===== src/rtl/adder_frame_engine.sv =====
// Frame-driven 32-bit adder: A/B from one 64-bit frame, summed segment-serially.
// Ports: sys_clk, rst (async low), frame_valid/frame_in in; result_ack in;
// result/result_valid/carry_out/busy/overrun out. Option macro: ADDER_SATURATE_EN.
module adder_frame_engine #(
  parameter int SEG_W = 8
) (
  input  logic        sys_clk,
  input  logic        rst,
  input  logic        frame_valid,
  input  logic [63:0] frame_in,
  input  logic        result_ack,
  output logic [31:0] result,
  output logic        result_valid,
  output logic        carry_out,
  output logic        busy,
  output logic        overrun
);

  localparam int N  = 32 / SEG_W;
  localparam int IW = (N > 1) ? $clog2(N) : 1;

  typedef enum logic [1:0] {
    IDLE = 2'd0,
    CALC = 2'd1,
    DONE = 2'd2
  } state_t;

  state_t r_state;
  state_t w_next;

  logic [31:0]    r_a;
  logic [31:0]    r_b;
  logic [31:0]    r_result;
  logic [IW-1:0]  r_idx;
  logic           r_carry;
  logic           r_cout;
  logic           r_overrun;

  logic [SEG_W-1:0] w_seg_a;
  logic [SEG_W-1:0] w_seg_b;
  logic [SEG_W:0]   w_sum;
  logic             w_last;
  logic             w_accept;
  logic             w_drop;

  assign w_seg_a = r_a[int'(r_idx)*SEG_W +: SEG_W];
  assign w_seg_b = r_b[int'(r_idx)*SEG_W +: SEG_W];
  assign w_sum   = {1'b0, w_seg_a} + {1'b0, w_seg_b}
                 + {{SEG_W{1'b0}}, r_carry};
  assign w_last  = (r_idx == IW'(N - 1));

  // A frame is taken in IDLE, or in DONE when the ack frees the slot
  // on the same edge; anywhere else it is dropped.
  assign w_accept = frame_valid &&
    ((r_state == IDLE) || ((r_state == DONE) && result_ack));
  assign w_drop = frame_valid &&
    ((r_state == CALC) || ((r_state == DONE) && !result_ack));

  always_ff @(posedge sys_clk or negedge rst) begin
    if (!rst) begin
      r_state <= IDLE;
    end else begin
      r_state <= w_next;
    end
  end

  always_comb begin
    w_next = r_state;
    unique case (r_state)
      IDLE: if (frame_valid) w_next = CALC;
      CALC: if (w_last) w_next = DONE;
      DONE: if (result_ack) w_next = frame_valid ? CALC : IDLE;
      default: w_next = IDLE;
    endcase
  end

  always_comb begin
    result       = r_result;
    carry_out    = r_cout;
    overrun      = r_overrun;
    result_valid = (r_state == DONE);
    busy         = (r_state != IDLE);
  end

  always_ff @(posedge sys_clk or negedge rst) begin
    if (!rst) begin
      r_a       <= '0;
      r_b       <= '0;
      r_result  <= '0;
      r_idx     <= '0;
      r_carry   <= 1'b0;
      r_cout    <= 1'b0;
      r_overrun <= 1'b0;
    end else begin
      if (w_drop) r_overrun <= 1'b1;
      if (w_accept) begin
        r_a     <= frame_in[63:32];
        r_b     <= frame_in[31:0];
        r_idx   <= '0;
        r_carry <= 1'b0;
      end else if (r_state == CALC) begin
        r_result[int'(r_idx)*SEG_W +: SEG_W] <= w_sum[SEG_W-1:0];
        r_carry <= w_sum[SEG_W];
        if (w_last) begin
          r_cout <= w_sum[SEG_W];
`ifdef ADDER_SATURATE_EN
          // Overflow clamps the whole word on the final segment edge.
          if (w_sum[SEG_W]) r_result <= '1;
`endif
        end else begin
          r_idx <= r_idx + 1'b1;
        end
      end
    end
  end

endmodule


===== config.mk =====
export PLATFORM = sky130hd
export DESIGN_NAME = adder_frame_engine
export DESIGN_NICKNAME = d
export VERILOG_FILES = /design/src/rtl/adder_frame_engine.sv
export SDC_FILE = /design/constraint.sdc
export NUM_CORES = 1
export LEC_CHECK = 0
export CELL_PAD_IN_SITES_DETAIL_PLACEMENT = 1
export CELL_PAD_IN_SITES_GLOBAL_PLACEMENT = 2
export CORE_ASPECT_RATIO = 1.4
export CORE_UTILIZATION = 25
export DETAILED_ROUTE_END_ITERATION = 10
export PLACE_DENSITY = 0.63
export SYNTH_ARGS = -nofsm -noshare
export SYNTH_HDL_FRONTEND = slang
export SYNTH_SLANG_ARGS = --single-unit

===== constraint.sdc =====
create_clock -name sys_clk -period 3.6 [get_ports sys_clk]
set_clock_uncertainty 0.2 [all_clocks]
set_input_delay 0.72 -clock sys_clk [delete_from_list [all_inputs] [get_ports sys_clk]]
set_output_delay 0.72 -clock sys_clk [all_outputs]
set_load 0.1 [all_outputs]

==> impl_metrics.ini, run 1 <==
[yosys]
synth_edf_count = 0
syn-num-nets = 410
syn_area_mm2 = 0.004725
synth_fa_ha_area_share_pct = 4.290
synth-warning-count = 0
async_flop_share_pct = 100.0
yosys.area_share.simple_pct = 6.382
ys_seq_elements = 103
synth_seq_area_share_pct = 54.56
synth_top_family_by_area = multiplexers
synthCells = 327
synth.distinct_cells = 45
post_synth.cell_area_avg_um2 = 14.45
synth_compound_area_share_pct = 9.004
synthXorXnorAreaFrac_pct = 0.7415
ys.flop_type = dfrtp_1
synth_mux_area_share_pct = 23.09

[worst_setup_path]
crit_path_end_kind = flop
crit_fanout = 7
ff2ff_setup_slack_ns = 0.33
cp-start-kind = flop
r2r.worst_path.cells = 7
rr_endpoint = result[14]
r2r_start = r_idx[0]
criticalPathCategory = reg2reg
crit_arrival_ns = 3.34
required_ns = 3.67
critical_path.startpoint = r_idx[0]

[clock_tree]
cts_tree = yes
clock_latency_ns = 0.35
post_cts_resized = 0
cts_num_sinks = 103
ctsHoldBuffers = 0
cts_inserted_buffers = 9
htreeDepth = 3
cts_setup_buffers = 0
clkTransAtPathRegs_ns = 0.07
cts_buffer_depth = 2
root_buffer = clkbuf_16

[drt]
wire_per_inst_um = 17.82
viasPerCell = 4.600
drc = 0
vias = 3151
wirelength_um = 12210
drt-pass1-iter-count = 4
ant_nets = 0
drtIter0Drc = 125

[placed_design]
dp_hpwl_um = 9546
portBuffers = 103
place_congestion = 0.7242

[finish]
areaGrowthSynthToFinish_pct = 32.60
drive_above_1_share_pct = 27.89
ff_latch_area_mm2 = 0.002577
antenna_cells = 0
multiInputGateArea_mm2 = 0.002057
finalNetCount = 519
nFillCells = 1970

[grt]
antenna_found_initial = 0
grt_max_degree = 58
grt_pass1_vias = 3537
gr-total-overflow = 0
grt.total_usage_pct = 13.64
grt_pass1_wl_um = 19970

[die]
rows = 59
io_pins = 104
die-area_mm2 = 0.01946
core_mm2 = 0.01853
die_x_um = 118.2
start_util_pct = 25.50
die_h_um = 164.7

[timing]
rsz0062_at_grt = no
fin_setup_tns_ns = 0
drv_slew = 0
worst_pin_slew_ns = 0.6414
min_period_ns = 3.274
finalHoldViolations = 0
slew-limit-headroom_pct = 57.24
setup_violations = 0
max_freq_mhz = 305.5
finalCritPeriodShare_pct = 90.94

[run]
drv_cap = 0

[status]
status = complete, no violations

[hold_path]
hold_path_class = in2async
logic make-up after synthesis:
kind of cell	after synthesis
AOI/OAI and AO/OA	59
xor gates and xnor gates	4
adders and majority gates	15
and+or+nand+nor	49
buffers and inverters	16
muxes	81
DFF	103
layer usage:
metal	up-vias	track usage (%)	share of wire, %
met2	80	24.25	54
met4	0	6.935	2.4
met5	-	0	0
met3	15	2.555	3.7
met1	1612	15.65	40
li1	1444	-	-
layout by cell type, fill, tap and decap left out, types with 4 or more instances in the layout:
master / instances
a21o_1: 4
mux2_1: 25
nand2_1: 16
mux4_2: 16
a21oi_1: 4
ha_1: 13
a22o_1: 20
xnor2_1: 4
buf_4: 43
o21ai_1: 5
a32o_1: 4
nor2_1: 7
clkdlybuf4s50_1: 66
mux2_2: 39
o21ai_0: 14
clkbuf_16: 9
dfrtp_1: 103
worst max-delay path: stages, from the launching register on:
cell and delay (ns):
dfrtp_1 0.56, mux4_2 0.59, fa_1 0.48, fa_1 0.44, a211oi_1 0.28, o21a_1 0.19, o211ai_1 0.21, o21ai_0 0.22
cells in the mapped netlist (2+ instances only):
| master | instances | area (µm²) |
|---|---|---|
| a211oi_1 | 2 | 15.01 |
| a21o_1 | 4 | 30.03 |
| a21oi_1 | 4 | 20.02 |
| a22o_1 | 20 | 175.2 |
| a32o_1 | 4 | 40.04 |
| buf_2 | 7 | 35.03 |
| buf_6 | 3 | 33.78 |
| clkbuf_1 | 3 | 11.26 |
| dfrtp_1 | 103 | 2577 |
| fa_1 | 2 | 40.04 |
| ha_1 | 13 | 162.7 |
| inv_1 | 3 | 11.26 |
| mux2_1 | 25 | 281.5 |
| mux2_2 | 39 | 439.2 |
| mux4_2 | 16 | 360.4 |
| nand2_1 | 16 | 60.06 |
| nand2_4 | 2 | 22.52 |
| nand2b_1 | 2 | 12.51 |
| nand3_1 | 3 | 15.01 |
| nor2_1 | 7 | 26.28 |
| nor2b_1 | 2 | 12.51 |
| nor3b_1 | 2 | 15.01 |
| o211ai_1 | 2 | 15.01 |
| o21ai_0 | 14 | 70.07 |
| o21ai_1 | 5 | 25.02 |
| or2_1 | 2 | 12.51 |
| xnor2_1 | 4 | 35.03 |
cell type report:
type / count / area share (%)
flip-flops and latches: 103 / 41.14
clock inverters: 6 / 0.9786
multi-input cells: 208 / 32.83
inverters: 3 / 0.1797
clock buffers: 10 / 3.655
well taps: 244 / 4.873
repair buffers: 111 / 16.34
worst max path at each step:
stage               slack (ns)  cells past startpoint    endpoint
finish                    0.33                      7  result[14]
global route              0.08                      7  result[14]
detailed placement        0.28                      7  result[14]
floorplan                 0.36                      9   result[6]
CTS                       0.27                      7  result[14]
global placement          0.39                      7  result[14]
flip-flops by register name (all words and copies together) (netlist names):
name / flops
r_b: 32
carry_out: 1
overrun: 1
r_a: 32
r_state: 2
r_idx: 2
result: 32
r_carry: 1
per-stage QoR:
| step | hold slack, ns | worst slack, ns | std cells | area, µm² | util [%] |
|---|---|---|---|---|---|
| after global placement | 0.2494 | 0.3891 | 669 | 5974 | 32.24 |
| after floorplan | 0.2244 | 0.3582 | 327 | 4725 | - |
| final | 0.1797 | 0.3262 | 685 | 6265 | 33.81 |
| after global routing | 0.2161 | 0.08186 | 685 | 6265 | 33.81 |
| after CTS | 0.1911 | 0.2711 | 685 | 6265 | 33.81 |
| after detailed placement | 0.2535 | 0.2778 | 669 | 5974 | 32.24 |
Power of run 1 is not shown: default switching activity piles up to over one toggle a cycle in this logic, so the estimate is an artifact.
==> run 2, diff against run 1 <==
Settings changed: ABC_AREA set to 1, PLACE_DENSITY 0.63 to 0.71, TNS_END_PERCENT set to 100.
==> run 2 against run 1 <==
Against the previous run:
- count of clock-buffer cells in the layout up 1
- die area up 3.1%
- routed wire length up 25%
- maximum frequency up 5.6%
- first-iteration DRC count up 38%
- critical path type unchanged
- largest cell class unchanged
==> impl_metrics.ini, run 2 <==
[die]
rows = 60
io_pins = 104
die-area_mm2 = 0.02005
start_util_pct = 25.44
core_mm2 = 0.01914
die_h_um = 167.2
die_x_um = 120.0

[yosys]
async_flop_share_pct = 100.0
post_synth.cell_area_avg_um2 = 8.200
ys.flop_type = dfrtp_1
yosysMostFrequentCell = nand2_1
syn-num-nets = 677
ys_seq_elements = 103
synthCells = 594
yosys-top-cells-area = dfrtp_1 (53%), nand2_1 (21%), o21ai_0 (4.9%)
synth.top_cell.area_share_pct = 52.92
syn_area_mm2 = 0.004871
yosys-top-cells-count = nand2_1 (271), dfrtp_1 (103), o21ai_0 (48)
synth_seq_area_share_pct = 52.92
synth.distinct_cells = 33
synth-warning-count = 0
synth_largest_area_cell = dfrtp_1
synth_edf_count = 0

[timing]
setup_violations = 0
fin_setup_tns_ns = 0
drv_slew = 0
slew-limit-headroom_pct = 53.07
finalHoldViolations = 0
min_period_ns = 3.100
max_freq_mhz = 322.6
worst_pin_slew_ns = 0.7039
whs_ns = 0.2112
finalCritPeriodShare_pct = 86.10
rsz0062_at_grt = no

[placed_design]
place_congestion = 0.8467
postPlaceCellArea_mm2 = 0.006075
portBuffers = 103
dp_hpwl_um = 11770

[clock_tree]
htreeDepth = 3
cts_buffer_depth = 2
post_cts_resized = 0
cts_inserted_buffers = 9
cts_tree = yes
ctsHoldBuffers = 0
cts_num_sinks = 103
cts_setup_buffers = 0
clkTransAtPathRegs_ns = 0.07
clock_latency_ns = 0.34
root_buffer = clkbuf_16

[worst_setup_path]
crit_path_end_kind = flop
criticalPathCategory = reg2reg
crit_arrival_ns = 3.18
crit_fanout = 13
cp-start-kind = flop
required_ns = 3.68

[finish]
utilization_pct = 33.67
antenna_cells = 0
finalNetCount = 775
drive_above_1_share_pct = 10.62
final_common_cell = nand2_1
layout_common_cells = nand2_1 (271), dfrtp_1 (103), clkdlybuf4s50_1 (66), o21ai_0 (48), buf_4 (44)
design_area_mm2 = 0.006446
areaGrowthSynthToFinish_pct = 32.34

[hold_path]
hold_path_class = in2async

[drt]
vias = 4232
ant_nets = 0
drt-pass1-iter-count = 4
drc = 0
wire_per_inst_um = 16.13
viasPerCell = 4.478
wirelength_um = 15240
drtIter0Drc = 172

[grt]
grt_pass1_wl_um = 24200
grt.total_usage_pct = 15.85
grt_max_degree = 68
gr-total-overflow = 0
grt_pass1_vias = 4443
antenna_found_initial = 0

[status]
status = complete, no violations

[run]
drv_cap = 0
## run 2: cell count changes after synthesis, moves of 12 or more
cell     before  now
inv_1         3   23
nor2_1        7   39
o22ai_1       0   18
mux2_1       25    0
mux2_2       39    0
mux4_2       16    0
nand3_1       3   15
o21ai_0      14   48
nand2_1      16  271
a22o_1       20    2
## run 2: critical path, cell delays in order (launching register included)
cell	delay, ns
dfrtp_1	0.60
inv_1	0.23
o21ai_0	0.15
o22ai_1	0.15
fa_1	0.46
fa_1	0.43
nand2_1	0.08
nand2_1	0.07
and2_1	0.17
xor2_1	0.28
nand4_1	0.13
nand2_1	0.08
## run 2: kinds of logic (layout without fill, tap and decap cells)
group	after synthesis	count (layout)	synth area share, %
compound gates	77	77	8.785
xor+xnor	3	3	0.5395
fa+ha+maj	15	15	4.161
buf+inv	51	154	4.495
flops	103	103	52.92
simple gates	345	345	29.10
## run 2: final cells by class
type / count / area [µm²]
fillers: 2294 / 12700
flip-flops and latches: 103 / 2577
multi-input cells: 440 / 2074
repair buffers: 111 / 1011
well taps: 248 / 310.3
clock buffers: 11 / 242.7
clock inverters: 5 / 128.9
inverters: 27 / 101.3
## run 2: through the flow
step                instances  setup WS, ns
global route              945        0.2187
finish                    945        0.5005
global placement          929        0.7082
floorplan                 594        0.6325
detailed placement        929        0.5500
CTS                       945        0.4983
## run 2: layer usage
layer	vias up	global-route usage, %	share of wire [%]
met1	2067	18.00	40
met2	73	30.06	56
li1	2079	-	-
met5	-	0	0
met4	0	5.326	1.5
met3	13	1.839	2.5
## run 2: path summary, 6_finish.rpt
| kind | start | to | slack (ns) | cells after the start |
|---|---|---|---|---|
| min | rst | overrun | 0.21 | 1 |
| min in group sys_clk | overrun | overrun | 0.28 | 1 |
| min reg2reg | overrun | overrun | 0.28 | 1 |
| max | r_idx[1] | result[28] | 0.50 | 11 |
| max reg2reg | r_idx[1] | result[28] | 0.50 | 11 |
| max in group asynchronous | rst | r_a[25] | 2.23 | 2 |
Power of run 2 is left out for the same reason.
==> run 3, diff against run 2 <==
Settings changed: CORE_UTILIZATION 25 to 30, PLACE_DENSITY 0.71 to 0.83.
==> run 3 against run 2 <==
Against the previous run:
- routed wire length decreased by 4.6%
- critical endpoint is now result[30]
- final cell count decreased by 5.7%
- register-to-register slack about the same
- maximum frequency increased by 0.36%
- non-clock buffer count unchanged
- critical path depth increased by 3
- flip-flop and latch count unchanged
- highest routed layer unchanged
- global-route usage increased by 3.1 points
==> impl_metrics.ini, run 3 (synthesis gave the netlist of run 2 again) <==
[clock_tree]
clkTransAtPathRegs_ns = 0.06
cts_num_sinks = 103
post_cts_resized = 0
cts_tree = yes
root_buffer = clkbuf_16
cts_buffer_depth = 2
ctsHoldBuffers = 0
cts_setup_buffers = 0
htreeDepth = 3
cts_inserted_buffers = 9
clock_latency_ns = 0.34

[finish]
finalNetCount = 775
drive_above_1_share_pct = 10.07
design_area_mm2 = 0.006290
areaGrowthSynthToFinish_pct = 29.13
final_common_cell = nand2_1
antenna_cells = 0
layout_common_cells = nand2_1 (271), dfrtp_1 (103), clkdlybuf4s50_1 (66), o21ai_0 (48), buf_4 (44)

[timing]
finalHoldViolations = 0
min_period_ns = 3.088
setup_violations = 0
max_freq_mhz = 323.8
finalCritPeriodShare_pct = 85.79
fin_setup_tns_ns = 0
drv_slew = 0
slew-limit-headroom_pct = 55.64
worst_pin_slew_ns = 0.6653
rsz0062_at_grt = no

[worst_setup_path]
crit_path_end_kind = flop
r2r_start = r_idx[0]
cp-start-kind = flop
crit_arrival_ns = 3.17
critical_path.startpoint = r_idx[0]
crit_fanout = 15
required_ns = 3.68
r2r.worst_path.cells = 14
criticalPathCategory = reg2reg

[die]
core_mm2 = 0.01574
rows = 54
die-area_mm2 = 0.01676
start_util_pct = 30.94
io_pins = 104
die_x_um = 109.7
die_h_um = 152.8

[grt]
grt_max_degree = 68
grt_pass1_wl_um = 24010
grt_pass1_vias = 4676
grt.total_usage_pct = 18.98
antenna_found_initial = 0
gr-total-overflow = 0

[placed_design]
dp_hpwl_um = 11210
portBuffers = 103
place_congestion = 0.8291
postPlaceCellArea_mm2 = 0.006010

[run]
drv_cap = 0

[drt]
ant_nets = 0
wirelength_um = 14540
viasPerCell = 4.735
wire_per_inst_um = 16.32
drtIter0Drc = 266
drc = 0
drt-pass1-iter-count = 4
vias = 4219

[hold_path]
hold_path_class = in2async

[status]
status = complete, no violations
==> run 3: changes by cell type in the layout (fill, tap and decap cells not counted), sizes merged <==
| cell | change |
|---|---|
| clkinv | -1 |
| bufinv | -3 |
| clkbuf | +2 |
==> run 3: stage by stage <==
step	hold WS (ns)	instances	utilization (%)	setup WS, ns
floorplan	0.2244	594	-	0.6325
global placement	0.2507	877	38.17	0.6674
detailed placement	0.2650	877	38.17	0.5049
CTS	0.2110	891	39.95	0.4684
global route	0.2407	891	39.95	0.1745
finish	0.1898	891	39.95	0.5117
==> run 3: per-layer routing <==
metal  part of all wire [%]  vias up  global-route usage, %
met5                      0        -                      0
met4                    2.1        0                  6.413
met3                    2.1       16                  2.481
met2                     54       68                  35.37
met1                     41     2046                  21.64
li1                       -     2089                      -
==> run 3: layout make-up <==
| type | count | area [µm²] |
|---|---|---|
| clock buffers | 13 | 250.2 |
| clock inverters | 1 | 30.03 |
| fillers | 1870 | 9453 |
| inverters | 27 | 101.3 |
| multi-input cells | 440 | 2074 |
| flip-flops and latches | 103 | 2577 |
| well taps | 196 | 245.2 |
| repair buffers | 111 | 1011 |
==> run 3: worst paths after layout <==
kind,end,slack [ns]
min in group sys_clk,r_b[12],0.28
max reg2reg,result[30],0.51
max in group asynchronous,r_b[26],2.28
min,result[9],0.19
min reg2reg,r_b[12],0.28
max,result[30],0.51
==> run 3: critical path, stage by stage, from the launching register on <==
cell      delay, ns
dfrtp_1        0.45
clkinv_1       0.33
o21ai_0        0.27
o22ai_1        0.12
fa_1           0.45
fa_1           0.43
nand2_1        0.08
nand2_1        0.07
nand3_1        0.10
nand2_1        0.06
nand2_1        0.09
nand3_1        0.09
nor2_1         0.16
nand2_1        0.07
nand2_1        0.06
Power of run 3 is left out for the same reason.
